`config.mk`:
```
export PLATFORM = sky130hd
export DESIGN_NAME = ltc_decoder
export DESIGN_NICKNAME = d
export VERILOG_FILES = /design/src/rtl/ltc_pkg.sv /design/src/rtl/ltc_biphase_rx.sv /design/src/rtl/ltc_decoder.sv
export SDC_FILE = /design/constraint.sdc
export NUM_CORES = 1
export LEC_CHECK = 0
export BUFFER_PORTS_ARGS = -buffer_cell sky130_fd_sc_hd__buf_4
export CORE_ASPECT_RATIO = 1.25
export CORE_MARGIN = 3
export CORE_UTILIZATION = 49
export DETAILED_ROUTE_END_ITERATION = 12
export PLACE_DENSITY = 0.68
export SYNTH_ARGS = -nofsm -noshare
export SYNTH_HDL_FRONTEND = slang
export SYNTH_SLANG_ARGS = --single-unit
```
`constraint.sdc`:
```
create_clock -name clk -period 4.8 [get_ports clk]
set_input_delay 0.24 -clock clk [delete_from_list [all_inputs] [get_ports clk]]
set_output_delay 0.24 -clock clk [all_outputs]
set_load 0.01 [all_outputs]
```
`src/rtl/ltc_pkg.sv`:
```
// -----------------------------------------------------------------------------
// ltc_pkg
// Shared definitions for the LTC generator and reader. It holds the 80-bit
// word length, the forward-play sync word, the bit positions of the time
// fields inside the word, the frame-rate encoding, and the latched time
// record used by the reader.
// -----------------------------------------------------------------------------
package ltc_pkg;

   localparam int          FRAME_BITS = 80;
   localparam logic [15:0] SYNC_WORD  = 16'hBFFC;
   localparam int          SYNC_LSB   = 64;

   // LSB positions of each BCD field within the 80-bit word (bit 0 is sent first)
   localparam int FRM_U_LSB = 0;
   localparam int FRM_T_LSB = 8;
   localparam int DROP_BIT  = 10;
   localparam int SEC_U_LSB = 16;
   localparam int SEC_T_LSB = 24;
   localparam int MIN_U_LSB = 32;
   localparam int MIN_T_LSB = 40;
   localparam int HR_U_LSB  = 48;
   localparam int HR_T_LSB  = 56;

   typedef enum logic [1:0] {
      FPS_24   = 2'd0,
      FPS_25   = 2'd1,
      FPS_2997 = 2'd2,
      FPS_30   = 2'd3
   } ltc_rate_e;

   typedef struct packed {
      logic [5:0] hours;    // {tens[1:0], units[3:0]}
      logic [6:0] minutes;  // {tens[2:0], units[3:0]}
      logic [6:0] seconds;  // {tens[2:0], units[3:0]}
      logic [5:0] frames;   // {tens[1:0], units[3:0]}
      logic       drop;
   } ltc_time_t;

   function automatic logic is_sync(input logic [15:0] word);
      return word == SYNC_WORD;
   endfunction

endpackage

```
`src/rtl/ltc_biphase_rx.sv`:
```
// -----------------------------------------------------------------------------
// ltc_biphase_rx
// Biphase-mark bit recovery. Synchronizes the raw line, measures the time
// between transitions and classifies each interval against an adaptive
// threshold derived from the last full-bit (zero) period.
// Ports:
//   clk, reset   system clock, synchronous active-high reset
//   ltc_i        raw asynchronous LTC line
//   bit_stb_o    one-cycle strobe: a bit was recovered this cycle
//   bit_val_o    value of the recovered bit (valid with bit_stb_o)
//   bit_err_o    one-cycle flag: glitch, illegal half-bit pair or timeout
// All three outputs are combinational so the caller can act on them at the
// same clock edge that updates the classifier state.
// -----------------------------------------------------------------------------
module ltc_biphase_rx #(
   parameter int CNT_W   = 16,
   parameter int BIT_NOM = 5000
) (
   input  logic clk,
   input  logic reset,
   input  logic ltc_i,
   output logic bit_stb_o,
   output logic bit_val_o,
   output logic bit_err_o
);

   localparam logic [CNT_W-1:0] PER_SEED = CNT_W'(BIT_NOM);

   logic             s1_q, s2_q, s3_q;
   logic [CNT_W-1:0] cnt_q, cnt_d;
   logic [CNT_W-1:0] per_q, per_d;
   logic             half_q, half_d;
   logic             to_fired_q, to_fired_d;

   logic             edge_det;
   logic [CNT_W-1:0] quarter, thr;
   logic             timeout;
   logic             stb, val, err;

   always_comb begin
      edge_det   = s2_q ^ s3_q;
      quarter    = per_q >> 2;
      thr        = per_q - quarter;
      // Compare one bit wider so 2*per cannot wrap
      timeout    = !edge_det && !to_fired_q && ({1'b0, cnt_q} >= {per_q, 1'b0});

      stb        = 1'b0;
      val        = 1'b0;
      err        = 1'b0;
      half_d     = half_q;
      per_d      = per_q;
      to_fired_d = to_fired_q;

      if (edge_det)
         cnt_d = CNT_W'(1);
      else if (cnt_q != {CNT_W{1'b1}})
         cnt_d = cnt_q + CNT_W'(1);
      else
         cnt_d = cnt_q;

      if (edge_det) begin
         to_fired_d = 1'b0;
         if (cnt_q < quarter) begin
            err = 1'b1;
         end else if (cnt_q >= thr) begin
            if (half_q) begin
               err = 1'b1;             // long interval after a lone half-bit
            end else begin
               stb   = 1'b1;
               val   = 1'b0;
               per_d = cnt_q;          // track the actual bit rate
            end
         end else if (!half_q) begin
            half_d = 1'b1;
         end else begin
            stb    = 1'b1;
            val    = 1'b1;
            half_d = 1'b0;
         end
      end else if (timeout) begin
         err        = 1'b1;
         to_fired_d = 1'b1;
      end

      if (err) begin
         half_d = 1'b0;
         per_d  = PER_SEED;
      end
   end

   always_ff @(posedge clk) begin
      if (reset) begin
         s1_q       <= 1'b0;
         s2_q       <= 1'b0;
         s3_q       <= 1'b0;
         cnt_q      <= '0;
         per_q      <= PER_SEED;
         half_q     <= 1'b0;
         to_fired_q <= 1'b0;
      end else begin
         s1_q       <= ltc_i;
         s2_q       <= s1_q;
         s3_q       <= s2_q;
         cnt_q      <= cnt_d;
         per_q      <= per_d;
         half_q     <= half_d;
         to_fired_q <= to_fired_d;
      end
   end

   assign bit_stb_o = stb;
   assign bit_val_o = val;
   assign bit_err_o = err;

endmodule

```
`src/rtl/ltc_decoder.sv`:
```
// -----------------------------------------------------------------------------
// ltc_decoder
// SMPTE 12M LTC reader. Recovers bits from the biphase-mark line, frames
// 80-bit words on the sync word and latches the BCD time fields.
// Ports:
//   clk, reset    system clock, synchronous active-high reset
//   ltc_in        raw asynchronous LTC line
//   hours_bcd     {tens[1:0], units[3:0]}
//   minutes_bcd   {tens[2:0], units[3:0]}
//   seconds_bcd   {tens[2:0], units[3:0]}
//   frames_bcd    {tens[1:0], units[3:0]}
//   drop_frame    drop-frame flag of the last latched word
//   frame_valid   one-cycle pulse when a new word is latched
//   locked        last two syncs were exactly 80 bits apart
//   bit_err       one-cycle pulse on any line error
// -----------------------------------------------------------------------------
module ltc_decoder
   import ltc_pkg::*;
#(
   parameter int CNT_W   = 16,
   parameter int BIT_NOM = 5000
) (
   input  logic       clk,
   input  logic       reset,
   input  logic       ltc_in,
   output logic [5:0] hours_bcd,
   output logic [6:0] minutes_bcd,
   output logic [6:0] seconds_bcd,
   output logic [5:0] frames_bcd,
   output logic       drop_frame,
   output logic       frame_valid,
   output logic       locked,
   output logic       bit_err
);

   localparam logic [6:0] BITCNT_MAX = 7'd127;
   localparam logic [6:0] BITCNT_FRM = 7'(FRAME_BITS);

   logic                  rx_stb, rx_val, rx_err;
   logic [FRAME_BITS-1:0] sr_q, sr_d;
   logic [6:0]            bitcnt_q, bitcnt_d;
   logic                  chk_q;       // a bit was shifted in last cycle
   ltc_time_t             time_q, time_d;
   logic                  fv_q, fv_d;
   logic                  locked_q, locked_d;
   logic                  err_q;
   logic                  sync_hit;

   ltc_biphase_rx #(
      .CNT_W   (CNT_W),
      .BIT_NOM (BIT_NOM)
   ) u_rx (
      .clk       (clk),
      .reset     (reset),
      .ltc_i     (ltc_in),
      .bit_stb_o (rx_stb),
      .bit_val_o (rx_val),
      .bit_err_o (rx_err)
   );

   always_comb begin
      sr_d     = sr_q;
      bitcnt_d = bitcnt_q;
      locked_d = locked_q;
      time_d   = time_q;
      fv_d     = 1'b0;
      // Only look for the sync word right after a shift so a word is seen once
      sync_hit = chk_q && is_sync(sr_q[FRAME_BITS-1:SYNC_LSB]);

      if (rx_stb) begin
         sr_d = {rx_val, sr_q[FRAME_BITS-1:1]};
         if (bitcnt_q != BITCNT_MAX)
            bitcnt_d = bitcnt_q + 7'd1;
      end

      if (sync_hit) begin
         time_d.frames  = {sr_q[FRM_T_LSB +: 2], sr_q[FRM_U_LSB +: 4]};
         time_d.drop    = sr_q[DROP_BIT];
         time_d.seconds = {sr_q[SEC_T_LSB +: 3], sr_q[SEC_U_LSB +: 4]};
         time_d.minutes = {sr_q[MIN_T_LSB +: 3], sr_q[MIN_U_LSB +: 4]};
         time_d.hours   = {sr_q[HR_T_LSB +: 2],  sr_q[HR_U_LSB +: 4]};
         fv_d           = 1'b1;
         locked_d       = (bitcnt_q == BITCNT_FRM);
         bitcnt_d       = rx_stb ? 7'd1 : 7'd0;
      end

      if (bitcnt_q > BITCNT_FRM)
         locked_d = 1'b0;

      if (rx_err) begin
         bitcnt_d = '0;
         locked_d = 1'b0;
      end
   end

   always_ff @(posedge clk) begin
      if (reset) begin
         sr_q     <= '0;
         bitcnt_q <= '0;
         chk_q    <= 1'b0;
         time_q   <= '0;
         fv_q     <= 1'b0;
         locked_q <= 1'b0;
         err_q    <= 1'b0;
      end else begin
         sr_q     <= sr_d;
         bitcnt_q <= bitcnt_d;
         chk_q    <= rx_stb;
         time_q   <= time_d;
         fv_q     <= fv_d;
         locked_q <= locked_d;
         err_q    <= rx_err;
      end
   end

   assign hours_bcd   = time_q.hours;
   assign minutes_bcd = time_q.minutes;
   assign seconds_bcd = time_q.seconds;
   assign frames_bcd  = time_q.frames;
   assign drop_frame  = time_q.drop;
   assign frame_valid = fv_q;
   assign locked      = locked_q;
   assign bit_err     = err_q;

endmodule

```
==> results.sh, run 1 <==
export IMPL_outcome="completed"
export IMPL_setup_viol=0
export IMPL_p_leak_nw=3.65
export IMPL_post_route_min_period_ns=4.68
export IMPL_via_per_inst=5.61
export IMPL_numClockSinks=155
export IMPL_drt_total_wl_um=18300
export IMPL_multi_input_area_um2=4440
export IMPL_hold_buffers=0
export IMPL_place_ws_ns=-0.0241
export IMPL_ys_flop_type="dfxtp_1"
export IMPL_postLayoutCoreUtil=0.604
export IMPL_antenna_found_initial=0
export IMPL_cp_slowest_cell="a2111oi_0"
export IMPL_ir_worst_vdd_mv=0.317
export IMPL_nFillCells=1371
export IMPL_io_pins=33
export IMPL_wl_per_cell_um=15.9
export IMPL_yosys_area_top_type="dfxtp_1"
export IMPL_holdWs_ns=0.0504
export IMPL_first_iter_violations=366
export IMPL_ant_nets=0
export IMPL_power_mw=2.71
export IMPL_die_x_um=119
export IMPL_worstPathArrival_ns=5.02
export IMPL_syn_nets=952
export IMPL_die_area_um2=17500
export IMPL_drt_pass1_iter_count=5
export IMPL_setup_worst_path_start_class="flip-flop"
export IMPL_ys_seq_elements=155
export IMPL_cp_end_kind="flip-flop"
export IMPL_cp_max_fo=8
export IMPL_fin_crit_sh=0.976
export IMPL_grt_pass1_wl_um=29200
export IMPL_syn_area_per_cell_um2=8.80
export IMPL_cp_slowest_stage_delay_ns=0.58
export IMPL_register_area_um2=3110
export IMPL_slew_headroom=0.179
export IMPL_setup_ws_ns=0.116
export IMPL_synth_area_um2=7790
export IMPL_cts_made_buffers=17
export IMPL_gp_congestion=0.908
export IMPL_finalHoldViolCount=0
export IMPL_required_ns=5.13
export IMPL_rows=50
export IMPL_grt_pass1_vias=6079
export IMPL_synth_cell_types=61
export IMPL_crit_top_cell="ha_1"
export IMPL_fin_nets=996
export IMPL_area_delta_synth_final_pct=18.5
export IMPL_p_per_area_nw_per_um2=294
export IMPL_syn_inst=885
export IMPL_max_freq_mhz=214
export IMPL_synth_area_leaders="dfxtp_1 (40%), ha_1 (10%), mux2i_1 (8.6%), a21oi_1 (5.2%), nand2_1 (5.0%)"
export IMPL_initial_core_util=0.510
export IMPL_h_tree_depth=4
export IMPL_drive_gt1_frac=0.146
export IMPL_hp_class="in2reg"
export IMPL_diodes=0
export IMPL_portBuffers=32
export IMPL_slew_violations=0
export IMPL_core_um2=15300
export IMPL_clk_pin_slew_ns=0.07
export IMPL_grtUsageTotal=0.202
export IMPL_synth_async_sr_flop_share=0
export IMPL_grt_overflow=0
export IMPL_clk_latency_ns=0.42
export IMPL_crit_chain="inv_1, ha_4, o21ai_2, a21oi_2, o31ai_2, buf_4, a2111oi_0, a311oi_2, ha_1, a211o_1, o211ai_1, a311oi_1, a311o_1, ha_1, and2_1, nor3b_4, a22oi_2, buf_12, or3_1, a211oi_2"
export IMPL_num_vias=6449
export IMPL_drcViolationCount=0
export IMPL_tns_ns=0
export IMPL_clockRootBuffer="clkbuf_16"
export IMPL_drv_cap=0
export IMPL_cts_max_path_buffers=2
export IMPL_grt_max_degree=69
export IMPL_die_h_um=147
export IMPL_ys_warnings_count=0
export IMPL_fin_skew_ns=0.00991
export IMPL_synth_enable_flop_cells=0
export IMPL_tightestPinTransition_ns=1.23
export IMPL_worstSetupPathType="reg2reg"
export IMPL_synth_top_area_frac=0.398
export IMPL_dpl_hpwl_um=11800
export IMPL_ys_seq_area_frac=0.398
export IMPL_cts_tree="done"
==> flip-flops by register name, indices dropped and copies added (netlist names), 6 cells and up <==
register,count
u_rx.per_q,16
frames_bcd,6
minutes_bcd,7
bitcnt_q,7
sr_q,80
seconds_bcd,7
hours_bcd,6
u_rx.cnt_q,16
==> metal layers <==
layer	wire, um	track usage	up-vias	part of all wire
met1	7850	0.238	3042	0.43
met3	517	0.0397	44	0.028
met5	0	0	-	0
met4	580	0.0858	0	0.032
li1	-	-	3232	-
met2	9320	0.358	131	0.51
==> per-stage QoR <==
stage / cells / instance area (um2)
after floorplan: 885 / 7790
after global placement: 1102 / 8260
after detailed placement: 1102 / 8260
after CTS: 1136 / 8910
after global routing: 1150 / 9230
final: 1150 / 9230
==> power by group <==
| group | internal (mW) | switching, mW |
|---|---|---|
| Combinational | 0.0121 | 0.0410 |
| Sequential | 1.29 | 0.00489 |
| Clock | 0.787 | 0.577 |
==> path summary, 6_finish.rpt <==
| check | startpoint | end | slack, ns | cells after the start |
|---|---|---|---|---|
| setup reg to reg | u_rx.per_q[4] | bitcnt_q[3] | 0.12 | 20 |
| hold / removal | ltc_in | u_rx.s1_q | 0.05 | 2 |
| hold reg to reg | seconds_bcd[5] | seconds_bcd[5] | 0.45 | 2 |
| setup / recovery | u_rx.per_q[4] | bitcnt_q[3] | 0.12 | 20 |
==> critical path: cells and delay by family, from the launching register on <==
family | cells | cell delay, ns
AOI/OAI and AO/OA | 11 | 2.16
adders and majority gates | 3 | 0.90
and+or+nand+nor | 3 | 0.71
buffers and inverters | 3 | 0.46
DFF | 1 | 0.36
==> timing repair <==
item | CTS | global route
gates cloned | 0 | 6
setup endpoints to repair | 10 | 87
pin swaps | 3 | 14
gates resized for setup | 8 | 25
buffers inserted | 2 | 8
==> cell usage in the layout, fill, tap and decap left out, drive strengths merged, types with 3 or more instances in the layout <==
cell type / instances
and4: 5
nand2b: 8
inv: 42
dfxtp: 155
a211oi: 9
and3: 12
and2: 3
o21ai: 27
o21a: 6
a31oi: 10
a21o: 12
clkinv: 6
nor4: 8
ha: 63
buf: 64
mux2i: 67
a311oi: 3
nand2: 103
nand4: 18
o31ai: 13
xor2: 12
clkbuf: 22
a21oi: 81
or3: 4
nor2: 102
nand3: 17
nor3: 13
or4: 3
xnor2: 8
nor2b: 7
a22o: 3
==> final cells by class <==
type,instances,area share
multi-input cells,650,0.482
flip-flops and latches,155,0.337
repair buffers,69,0.0724
clock buffers,17,0.0461
well taps,208,0.0282
clock inverters,15,0.0197
inverters,36,0.0152
==> cell families after synthesis <==
kind of cell / after synthesis / synth area share
adders and majority gates: 64 / 0.104
xor gates and xnor gates: 20 / 0.0225
buffers and inverters: 81 / 0.0514
and+or+nand+nor: 311 / 0.184
AOI/OAI and AO/OA: 187 / 0.154
muxes: 67 / 0.0861
DFF: 155 / 0.398
==> Yosys cell counts, drive strengths merged, types with 4 or more instances <==
cell type,count
nand3,17
a21oi,81
nand2b,8
xnor2,8
mux2i,67
nand4,18
a211oi,9
and4,5
inv,35
nand2,103
o21a,6
buf,21
xor2,12
and3,12
ha,63
a31oi,10
clkbuf,24
o21ai,27
or3,4
a21o,12
nor2b,7
nor2,102
nor4,8
o31ai,13
nor3,13
dfxtp,155
No activity file was read; power rests on OpenSTA's default activity.
==> run 2: changes to the inputs <==
- CORE_UTILIZATION: 49 -> 40
- PLACE_DENSITY: 0.68 -> default
==> results.sh, run 2 (synthesis results as in run 1) <==
export IMPL_outcome="completed"
export IMPL_grt_pass1_vias=6248
export IMPL_dpl_hpwl_um=12100
export IMPL_cp_slowest_stage_delay_ns=0.37
export IMPL_hp_class="in2reg"
export IMPL_diodes=0
export IMPL_max_freq_mhz=213
export IMPL_dp_cells=1130
export IMPL_r2r_end="bitcnt_q[4]"
export IMPL_cts_tree="done"
export IMPL_wl_per_cell_um=15.4
export IMPL_post_route_min_period_ns=4.69
export IMPL_initial_core_util=0.412
export IMPL_portBuffers=32
export IMPL_crit_end="bitcnt_q[4]"
export IMPL_largest_reg_flops=80
export IMPL_most_common_layout_cells="dfxtp_1 (151), nand2_1 (103), nor2_1 (102)"
export IMPL_r2r_start="u_rx.per_q[3]"
export IMPL_r2r_cells=22
export IMPL_num_vias=6451
export IMPL_p_leak_nw=3.66
export IMPL_fin_crit_sh=0.978
export IMPL_ir_worst_vdd_mv=0.282
export IMPL_io_pins=33
export IMPL_p_per_area_nw_per_um2=291
export IMPL_fin_skew_ns=0.0115
export IMPL_die_h_um=162
export IMPL_drt_pass1_iter_count=5
export IMPL_final_common_cell="dfxtp_1"
export IMPL_via_per_inst=5.47
export IMPL_gp_congestion=0.856
export IMPL_cp_slowest_cell="a311o_1"
export IMPL_rows=56
export IMPL_rrSetupSlack_ns=0.11
export IMPL_power_mw=2.69
export IMPL_ant_nets=0
export IMPL_clockRootBuffer="clkbuf_16"
export IMPL_largestRegisters="sr_q x80, u_rx.cnt_q x16, u_rx.per_q x16"
export IMPL_first_iter_violations=273
export IMPL_required_ns=5.11
export IMPL_slew_headroom=0.208
export IMPL_grtUsageTotal=0.174
export IMPL_drive_gt1_frac=0.159
export IMPL_slew_violations=0
export IMPL_worstPathArrival_ns=5.01
export IMPL_area_delta_synth_final_pct=18.9
export IMPL_cp_max_fo=6
export IMPL_worstSetupPathType="reg2reg"
export IMPL_crit_chain="inv_4, ha_1, nor2b_4, o21ai_2, a21oi_2, o31ai_2, buf_4, a2111oi_2, a311oi_1, ha_1, a211o_1, o211ai_1, a311oi_1, a311o_1, ha_1, and2_4, nor3b_4, a22o_4, buf_4, buf_4, and4_1, o211a_1"
export IMPL_fin_nets=1001
export IMPL_placed_cell_area_um2=8320
export IMPL_grt_pass1_wl_um=30100
export IMPL_cts_max_path_buffers=2
export IMPL_drcViolationCount=0
export IMPL_fin_area_um2=9260
export IMPL_largest_register="sr_q"
export IMPL_numClockSinks=155
export IMPL_clk_pin_slew_ns=0.07
export IMPL_grt_max_degree=101
export IMPL_die_x_um=131
export IMPL_clk_latency_ns=0.43
export IMPL_finalNonFillerCells=1179
export IMPL_die_area_um2=21200
export IMPL_h_tree_depth=4
export IMPL_tns_ns=0
export IMPL_cts_made_buffers=17
export IMPL_cp_end_kind="flip-flop"
export IMPL_holdWs_ns=0.0477
export IMPL_tightestPinTransition_ns=1.18
export IMPL_core_um2=18900
export IMPL_grt_overflow=0
export IMPL_hold_buffers=0
export IMPL_setup_viol=0
export IMPL_crit_start="u_rx.per_q[3]"
export IMPL_setup_worst_path_start_class="flip-flop"
export IMPL_finalHoldViolCount=0
export IMPL_nFillCells=1872
export IMPL_drt_total_wl_um=18100
export IMPL_drv_cap=0
export IMPL_antenna_found_initial=0
==> run 2: cell count changes in the layout (fill, tap and decap cells not counted), moves of 2 or more <==
cell and delta:
buf_4 +7, clkbuf_16 -4, inv_6 +4, a211oi_1 +3, a211oi_2 -3, inv_1 -3, a2111oi_2 +2, and2_1 -2
and2_4 +2, inv_2 +2, nor2b_1 -2, o21ai_1 -2
==> run 2: layout make-up <==
class                           count  area [um2]  share of cell area
Clock buffer                       17         425              0.0459
Clock inverter                     15         165              0.0178
Inverter                           36         143              0.0154
Multi-Input combinational cell    649        4450               0.480
Sequential cell                   155        3110               0.336
Tap cell                          232         290              0.0313
Timing Repair Buffer               75         679              0.0734
==> run 2: layer usage <==
| metal | GRT usage | vias up | part of all wire |
|---|---|---|---|
| met2 | 0.292 | 114 | 0.49 |
| met5 | 0 | - | 0 |
| met3 | 0.0289 | 34 | 0.027 |
| li1 | - | 3247 | - |
| met1 | 0.218 | 3056 | 0.45 |
| met4 | 0.0744 | 0 | 0.031 |
==> run 2: worst max-delay path: cells and delay by family (launching register included) <==
kind	cells	cell delay, ns
compound gates	11	2.21
fa+ha+maj	3	0.89
simple gates	4	0.58
flops	1	0.36
buf+inv	4	0.53
==> run 2: timing repair <==
item / in CTS / in global routing
setup buffers: 2 / 13
setup endpoints to repair: 52 / 88
cloned: 1 / 1
endpoints found under the hold margin: 0 / 0
resized for setup: 5 / 42
pin swaps: 4 / 26
==> run 2: report_power, final <==
part,leakage [nW],internal (mW),switching (mW)
logic,2.12,0.0120,0.0406
clock network,0.292,0.742,0.605
registers,1.25,1.29,0.00542
total,3.66,2.04,0.651
==> run 2: worst min path at each step <==
stage | slack, ns | to | cells past startpoint | start
2_1_floorplan | 0.37 | u_rx.s1_q | 1 | ltc_in
3_3_place_gp | 0.42 | u_rx.s2_q | 1 | u_rx.s1_q
3_5_place_dp | 0.44 | u_rx.s2_q | 1 | u_rx.s1_q
4_1_cts | 0.04 | u_rx.s1_q | 2 | ltc_in
5_1_grt | 0.06 | u_rx.s1_q | 2 | ltc_in
6_report | 0.05 | u_rx.s1_q | 2 | ltc_in
==> run 2: through the flow <==
stage                     utilization  setup WS, ns
after global placement          0.440        0.0104
after floorplan                     -        0.0186
after detailed placement        0.440       -0.0161
after global routing            0.490        -0.102
after CTS                       0.475       0.00513
final                           0.490         0.107
==> run 3: changes to the inputs <==
- CORE_ASPECT_RATIO: 1.25 -> 1.1
- clock period: 4.8 -> 4.6 ns (I/O delays scaled with it)
==> results.sh, run 3 (synthesis results as in run 1) <==
export IMPL_outcome="completed"
export IMPL_largest_reg_flops=80
export IMPL_fin_nets=1013
export IMPL_rows=52
export IMPL_die_h_um=152
export IMPL_drv_cap=0
export IMPL_dp_cells=1149
export IMPL_dpl_hpwl_um=12500
export IMPL_fin_crit_sh=0.991
export IMPL_slew_violations=0
export IMPL_r2r_end="sr_q[8]"
export IMPL_drt_total_wl_um=18900
export IMPL_finalHoldViolCount=0
export IMPL_clockRootBuffer="clkbuf_16"
export IMPL_most_common_layout_cells="dfxtp_1 (150), nor2_1 (102), nand2_1 (98)"
export IMPL_min_path_cells=2
export IMPL_cp_end_kind="flip-flop"
export IMPL_grt_overflow=0
export IMPL_min_to="u_rx.s1_q"
export IMPL_worstPathArrival_ns=4.82
export IMPL_power_mw=2.89
export IMPL_cts_tree="done"
export IMPL_drive_gt1_frac=0.179
export IMPL_tightestPinTransition_ns=1.23
export IMPL_largestRegisters="sr_q x80, u_rx.cnt_q x16, u_rx.per_q x16"
export IMPL_grtUsageTotal=0.171
export IMPL_area_delta_synth_final_pct=22.1
export IMPL_first_iter_violations=317
export IMPL_initial_core_util=0.416
export IMPL_fin_area_um2=9510
export IMPL_finalNonFillerCells=1202
export IMPL_grt_pass1_vias=6054
export IMPL_wl_per_cell_um=15.7
export IMPL_rrSetupSlack_ns=0.04
export IMPL_final_common_cell="dfxtp_1"
export IMPL_cts_max_path_buffers=2
export IMPL_slew_headroom=0.177
export IMPL_clk_pin_slew_ns=0.06
export IMPL_cp_max_fo=8
export IMPL_nFillCells=1774
export IMPL_io_pins=33
export IMPL_placed_cell_area_um2=8450
export IMPL_setup_viol=0
export IMPL_drt_pass1_iter_count=4
export IMPL_diodes=0
export IMPL_num_vias=6385
export IMPL_gp_congestion=0.872
export IMPL_required_ns=4.86
export IMPL_ir_worst_vdd_mv=0.230
export IMPL_grt_pass1_wl_um=30200
export IMPL_post_route_min_period_ns=4.56
export IMPL_grt_max_degree=106
export IMPL_h_tree_depth=4
export IMPL_hp_class="in2reg"
export IMPL_numClockSinks=155
export IMPL_clk_latency_ns=0.43
export IMPL_p_leak_nw=3.75
export IMPL_tns_ns=0
export IMPL_portBuffers=32
export IMPL_antenna_found_initial=0
export IMPL_die_area_um2=21200
export IMPL_die_x_um=139
export IMPL_largest_register="sr_q"
export IMPL_drcViolationCount=0
export IMPL_fin_skew_ns=0.0103
export IMPL_worstHoldStart="ltc_in"
export IMPL_cts_made_buffers=17
export IMPL_register_area_um2=3110
export IMPL_worstSetupPathType="reg2reg"
export IMPL_p_per_area_nw_per_um2=304
export IMPL_max_freq_mhz=219
export IMPL_multi_input_area_um2=4530
export IMPL_setup_worst_path_start_class="flip-flop"
export IMPL_r2r_start="u_rx.per_q[3]"
export IMPL_via_per_inst=5.31
export IMPL_ant_nets=0
export IMPL_core_um2=18700
export IMPL_rsz0062_at_grt="yes"
export IMPL_r2r_cells=20
==> run 3: stage by stage <==
step | utilization | hold slack [ns] | setup slack, ns
floorplan | - | 0.358 | 0.00617
global route | 0.507 | 0.0618 | -0.190
finish | 0.507 | 0.0251 | 0.0403
CTS | 0.487 | 0.0118 | 0.00753
detailed placement | 0.451 | 0.445 | -0.121
global placement | 0.451 | 0.441 | -0.0289
==> run 3: worst max path at each step <==
stage	end	start	cells after the start
floorplan	sr_q[1]	u_rx.per_q[11]	23
global placement	sr_q[25]	u_rx.per_q[3]	20
detailed placement	sr_q[23]	u_rx.per_q[3]	20
CTS	sr_q[29]	u_rx.per_q[2]	21
global route	sr_q[66]	u_rx.per_q[3]	21
finish	sr_q[8]	u_rx.per_q[3]	20
==> run 3: where the power goes <==
part | total [mW] | internal (mW) | leakage (nW) | switching, mW
sequential | 1.35 | 1.34 | 1.25 | 0.00533
clock | 1.48 | 0.885 | 0.302 | 0.595
combinational | 0.0555 | 0.0132 | 2.20 | 0.0422
==> run 3: cell type report <==
type                    instances  area share
inverters                      36      0.0147
clock inverters                13      0.0188
repair buffers                 86      0.0842
multi-input cells             650       0.476
flip-flops and latches        155       0.327
well taps                     243      0.0320
clock buffers                  19      0.0466
==> run 3: worst max-delay path, stage by stage, from the launching register on <==
cell and delay [ns]:
dfxtp_2 0.32, inv_2 0.08, ha_4 0.19, nor2b_4 0.12
o21ai_2 0.14, a21oi_2 0.10, o31ai_4 0.40, a21o_1 0.20
xor2_1 0.20, ha_1 0.28, a221o_1 0.33, a31oi_1 0.15
o21ai_1 0.11, a311o_1 0.32, ha_1 0.29, and2_4 0.13
nor3b_4 0.24, a22o_4 0.32, clkbuf_16 0.22, mux2i_1 0.18
nor2_1 0.05
==> run 3: per-layer routing <==
layer	routed length [um]	track usage	vias to the layer above
met1	8610	0.213	2999
met5	0	0	-
li1	-	-	3264
met4	358	0.0666	0
met3	553	0.0311	26
met2	9370	0.293	96
==> run 3: repair_timing <==
action | 4_1_cts | 5_1_grt
gates cloned | 1 | 5
hold buffers | 0 | 0
pin swaps | 9 | 23
setup endpoints to repair | 82 | 88
gates resized for setup | 8 | 44
buffers inserted | 2 | 13
